## src/rtl/risc_pkg.sv

```systemverilog
`default_nettype none
// ============================================================================
//  Module   : risc_pkg
//  Brief    : Shared ISA constants, fetch FSM encoding and opcode helpers for
//             the 8-bit RISC pipeline.
//  Revision : 1.0
// ============================================================================
package risc_pkg;

  localparam logic [7:0] NOP             = 8'h00;
  localparam logic [7:0] RESET_VEC_ADDR  = 8'h00;
  localparam logic [7:0] INTR_VEC_ADDR   = 8'h01;
  localparam logic [3:0] TWO_BYTE_NIBBLE = 4'hC;

  typedef enum logic [1:0] {
    ST_RST_VEC = 2'd0,
    ST_FETCH   = 2'd1,
    ST_IMM     = 2'd2,
    ST_INT_VEC = 2'd3
  } fetch_state_t;

  // C-group opcodes carry a trailing immediate byte.
  function automatic logic is_two_byte(input logic [7:0] opcode);
    return (opcode[7:4] == TWO_BYTE_NIBBLE);
  endfunction

endpackage
`default_nettype wire

```

## src/rtl/if_id_reg.sv

```systemverilog
`default_nettype none
// ============================================================================
//  Module   : if_id_reg
//  Brief    : 24-bit IF/ID pipeline register; clear beats hold, hold beats load.
//  Revision : 1.0
// ============================================================================
module if_id_reg
  import risc_pkg::*;
(
  input  logic       clk,
  input  logic       reset,
  input  logic       clear,
  input  logic       hold,
  input  logic [7:0] d_instr,
  input  logic [7:0] d_imm,
  input  logic [7:0] d_pc,
  output logic [7:0] instr_id,
  output logic [7:0] immediate,
  output logic [7:0] pc_id
);

  logic [7:0] r_instr;
  logic [7:0] r_imm;
  logic [7:0] r_pc;

  always_ff @(posedge clk or posedge reset) begin
    if (reset) begin
      r_instr <= NOP;
      r_imm   <= 8'h00;
      r_pc    <= 8'h00;
    end else if (clear) begin
      r_instr <= NOP;
      r_imm   <= 8'h00;
      r_pc    <= 8'h00;
    end else if (!hold) begin
      r_instr <= d_instr;
      r_imm   <= d_imm;
      r_pc    <= d_pc;
    end
  end

  assign instr_id  = r_instr;
  assign immediate = r_imm;
  assign pc_id     = r_pc;

endmodule
`default_nettype wire

```

## src/rtl/fetch_stage.sv

```systemverilog
`default_nettype none
// ============================================================================
//  Module   : fetch_stage
//  Brief    : Instruction fetch: PC, vector loads, two-byte assembly, IF/ID.
//             Interrupt vectoring is built only when FETCH_INTR_EN is defined.
//  Revision : 1.0
// ============================================================================
module fetch_stage
  import risc_pkg::*;
(
  input  logic       clk,
  input  logic       reset,
  input  logic       stall_F,
  input  logic       stall_D,
  input  logic       flush_F,
  input  logic       branch_taken_ex,
  input  logic [7:0] branch_target,
  input  logic       intr_ack,
  input  logic [7:0] imem_data,
  output logic [7:0] imem_addr,
  output logic [7:0] instr_id,
  output logic [7:0] immediate,
  output logic [7:0] pc_id
);

  fetch_state_t r_state, w_state_nxt;
  logic [7:0]   r_pc, w_pc_nxt;
  logic [7:0]   r_hold, w_hold_nxt;
  logic [7:0]   w_pc_inc;
  logic         w_adv;
  logic         w_bubble;
  logic         w_intr_take;
  logic         w_ifid_clear;
  logic         w_ifid_hold;
  logic [7:0]   w_ifid_instr;
  logic [7:0]   w_ifid_imm;
  logic [7:0]   w_ifid_pc;

`ifdef FETCH_INTR_EN
  assign w_intr_take = intr_ack && (r_state == ST_FETCH);
`else
  logic w_intr_ack_unused;
  assign w_intr_ack_unused = intr_ack;
  assign w_intr_take       = 1'b0;
`endif

  assign w_pc_inc = r_pc + 8'd1;
  assign w_adv    = !stall_F && !flush_F;

  always_ff @(posedge clk or posedge reset) begin
    if (reset) begin
      r_state <= ST_RST_VEC;
      r_pc    <= 8'h00;
      r_hold  <= 8'h00;
    end else begin
      r_state <= w_state_nxt;
      r_pc    <= w_pc_nxt;
      r_hold  <= w_hold_nxt;
    end
  end

  always_comb begin
    w_state_nxt  = r_state;
    w_pc_nxt     = r_pc;
    w_hold_nxt   = r_hold;
    w_bubble     = 1'b0;
    w_ifid_clear = flush_F;
    w_ifid_hold  = stall_D;
    w_ifid_instr = imem_data;
    w_ifid_imm   = 8'h00;
    w_ifid_pc    = w_pc_inc;

    case (r_state)
      ST_RST_VEC: imem_addr = RESET_VEC_ADDR;
      ST_INT_VEC: imem_addr = INTR_VEC_ADDR;
      default:    imem_addr = r_pc;
    endcase

    if (branch_taken_ex) begin
      w_pc_nxt     = branch_target;
      w_state_nxt  = ST_FETCH;
      w_ifid_clear = 1'b1;
      w_ifid_hold  = 1'b0;
    end else if (w_intr_take) begin
      // Hand decode the first unfetched address as the return PC.
      w_state_nxt  = ST_INT_VEC;
      w_ifid_clear = 1'b0;
      w_ifid_hold  = 1'b0;
      w_ifid_instr = NOP;
      w_ifid_pc    = r_pc;
    end else begin
      case (r_state)
        ST_FETCH: begin
          if (is_two_byte(imem_data)) begin
            w_bubble = 1'b1;
            if (w_adv) begin
              w_hold_nxt  = imem_data;
              w_state_nxt = ST_IMM;
            end
          end
          if (w_adv) w_pc_nxt = w_pc_inc;
        end
        ST_IMM: begin
          w_ifid_instr = r_hold;
          w_ifid_imm   = imem_data;
          if (w_adv) begin
            w_pc_nxt    = w_pc_inc;
            w_state_nxt = ST_FETCH;
          end
        end
        default: begin
          w_bubble = 1'b1;
          if (w_adv) begin
            w_pc_nxt    = imem_data;
            w_state_nxt = ST_FETCH;
          end
        end
      endcase
      // A frozen PC with a running IF/ID must not re-issue the same instruction.
      if (stall_F) w_bubble = 1'b1;
      if (w_bubble) begin
        w_ifid_instr = NOP;
        w_ifid_imm   = 8'h00;
        w_ifid_pc    = 8'h00;
      end
    end
  end

  if_id_reg u_if_id_reg (
    .clk       (clk),
    .reset     (reset),
    .clear     (w_ifid_clear),
    .hold      (w_ifid_hold),
    .d_instr   (w_ifid_instr),
    .d_imm     (w_ifid_imm),
    .d_pc      (w_ifid_pc),
    .instr_id  (instr_id),
    .immediate (immediate),
    .pc_id     (pc_id)
  );

endmodule
`default_nettype wire

```

## config.mk

```make
export PLATFORM = sky130hd
export DESIGN_NAME = fetch_stage
export DESIGN_NICKNAME = d
export VERILOG_FILES = /design/src/rtl/risc_pkg.sv /design/src/rtl/if_id_reg.sv /design/src/rtl/fetch_stage.sv
export SDC_FILE = /design/constraint.sdc
export NUM_CORES = 1
export LEC_CHECK = 0
export ABC_CLOCK_PERIOD_IN_PS = 2300
export CORE_MARGIN = 2
export CORE_UTILIZATION = 50
export DETAILED_ROUTE_END_ITERATION = 6
export GPL_TIMING_DRIVEN = 0
export PLACE_DENSITY = 0.77
export SYNTH_ARGS = -nofsm -noshare
export SYNTH_HDL_FRONTEND = slang
export SYNTH_HIERARCHICAL = 1
export SYNTH_SLANG_ARGS = --single-unit
```

## constraint.sdc

```tcl
create_clock -name clk -period 2.3 [get_ports clk]
set_input_delay 0.46 -clock clk [delete_from_list [all_inputs] [get_ports clk]]
set_output_delay 0.46 -clock clk [all_outputs]
set_load 0.03 [all_outputs]
```

==> impl_metrics.toml <==
[detailed_routing]
num_vias = 2004
avgViaCountPerCell = 5.73
ant_nets = 0
drc = 0
drtPass1Iterations = 4
wl_um = 5870
wl_per_cell_um = 16.8
dr.first_iter.drc_count = 130

[synth]
synthFlopType = "dfrtp_1"
synth-async-reset-ratio_pct = 100
synth_edf_count = 0
syn_nets = 261
syn_avg_cell_area_um2 = 10.2
netlist_instances = 234
synth_commonest_cells = "42 x dfrtp_1, 28 x nor2_1, 25 x mux2i_1"
synth_area_leaders = "dfrtp_1 44%, mux2i_1 10%, nor2_1 4.4%"
yosysTopAreaCell = "dfrtp_1"
ys_seq_area_share_pct = 44.1
yosysMostFrequentCell = "dfrtp_1"
ys_types = 43
ys_ff_latch = 42
synth_top_area_share_pct = 44.1
yosys_warnings = 6
syn_area_mm2 = 0.00238

[cells_and_area]
diodes = 0
area_delta_synth_final_pct = 30.6
fin_nets = 322
drive_gt1_share_pct = 12.5
final_util_pct = 66.8

[place]
place_ws_ns = -0.352
io_buffer_count = 52
gp_congestion = 0.855
dp_hpwl_um = 4350

[clock_tree]
tritoncts = "yes"
clockRootBuffer = "clkbuf_8"
clk_pin_slew_ns = 0.09
cts_buffers = 5
insertion_delay_ns = 0.30
h-tree-depth = 2
cts_hold_buf = 0
clockBufferDepth = 2
cts_sinks = 42

[critical_path]
required_ns = 2.53
path_class = "in2reg"
cp_max_fo = 10
cp-start-kind = "input pin"
cp-end-kind = "flop"
crit_arrival_ns = 2.45

[floorplan]
die_w_um = 73.0
start_util_pct = 51.1
core_area_mm2 = 0.00466
die_h_um = 73.0
io_pins = 55
die_area_mm2 = 0.00534
num_rows = 25

[timing]
setup_viol = 0
layout_min_cycle_time_ns = 2.22
maxSlewViolCount = 0
finalCritPeriodShare_pct = 96.5
fmax_ghz = 0.450
worst_slew_pin_slew_ns = 0.876
hold_violations = 0
relSlewSlack_pct = 41.5
fin_worst_skew_ns = 0.00584
setup_slack_ns = 0.0796

[pwr]
power_frac_comb_pct = 23.1
netSwitchingPower_uw = 534
p_int_uw = 1180
power.leakage_uw = 0.00135
pwr_density_cell_mw_per_mm2 = 550
clkPwrFrac_pct = 29.0
swShare_pct = 31.2
peakVddDrop_mv = 0.503
seqPwrFrac_pct = 48.0

[global_route]
grt_overflow_total = 0
track_usage_pct = 23.2
antenna_found_initial = 0
grt_pass1_vias = 1927
grt_pass1_wl_um = 9530
grt_max_degree = 25

[run_status]
status = "complete, no violations"

[worst_hold_path]
holdCritPathClass = "reg2reg"

[job]
drv_cap = 0
[placed cells by master, fill, tap and decap left out, types with 6 or more instances in the layout]
master / count
clkbuf_1: 6
inv_1: 10
a22o_1: 8
o21ai_0: 11
nor2b_1: 8
and2_1: 15
dfrtp_1: 42
mux2i_1: 25
clkdlybuf4s15_2: 8
nand2_1: 7
clkdlybuf4s50_1: 44
nor2_1: 28
[final cells by class]
class                      instances  area [um^2]
sequential                        42         1050
multi-input combinational        169         1220
timing repair buffer              54          546
fill                             386         1550
clock buffer                       5         68.8
inverter                          10         37.5
tap                               54         67.6
buffer                            13          103
clock inverter                     3         23.8
[logic make-up (layout without fill, tap and decap cells)]
kind of cell | after synthesis | after routing | synth area share (%)
and+or+nand+nor | 84 | 84 | 19.0
AOI/OAI and AO/OA | 48 | 48 | 15.2
DFF | 42 | 42 | 44.1
muxes | 30 | 30 | 12.9
buffers and inverters | 23 | 85 | 5.72
adders and majority gates | 4 | 4 | 2.10
xor gates and xnor gates | 3 | 3 | 1.10
[per-layer routing]
metal / up-vias / part of all wire, % / GRT usage [%]
met5: - / 0 / 0
met4: 0 / 0.72 / 5.76
met3: 7 / 4.5 / 3.73
met2: 71 / 48 / 36.3
met1: 971 / 47 / 33.5
li1: 955 / - / -
[critical path, cell delays in order]
cell and delay [ns]:
clkdlybuf4s50_1 0.58, and4bb_2 0.31, a2111oi_4 0.49, buf_2 0.27
a22o_1 0.16, mux2i_1 0.06, nor2_1 0.10
[flip-flops by register name, summed over array words and instances (netlist names)]
signal                 cells
r_hold                     8
r_pc                       8
r_state                    2
u_if_id_reg/immediate      8
u_if_id_reg/instr_id       8
u_if_id_reg/pc_id          8
[worst paths after layout]
kind / startpoint / to / slack (ns) / cells past startpoint
worst max-delay path: imem_data[4] / u_if_id_reg/instr_id[5] / 0.08 / 7
worst min-delay path: r_hold[6] / r_hold[6] / 0.47 / 1
worst max register to register: r_state[1] / u_if_id_reg/instr_id[1] / 0.24 / 7
worst min register to register: r_hold[6] / r_hold[6] / 0.47 / 1
max in group asynchronous: reset / u_if_id_reg/immediate[5] / 1.09 / 2
min in group asynchronous: reset / r_hold[1] / 0.60 / 2
[power by group through the flow]
stage / clock network [uW] / logic (uW) / registers, uW
after global routing: 527 / 427 / 828
final: 496 / 394 / 821
after floorplan: 0 / 230 / 845
after CTS: 501 / 395 / 820
after global placement: 0 / 390 / 833
after detailed placement: 0 / 396 / 835
[timing repair]
action / 4_1_cts / 5_1_grt
gates resized for setup: 28 / 3
setup buffers: 0 / 2
endpoints found under the setup margin: 14 / 18
pin swaps: 1 / 1
[per-stage QoR]
stage	instance area [um^2]	hold slack, ns	instances	total power [uW]	setup TNS [ns]
after detailed placement	2970	0.454	340	1230	-5.63
after global routing	3110	0.501	350	1780	-0.0863
after floorplan	2380	0.399	234	1080	0
after CTS	3090	0.474	348	1720	0
final	3110	0.472	350	1710	0
after global placement	2970	0.449	340	1220	-5.61
(Power assumes the default switching activity.)
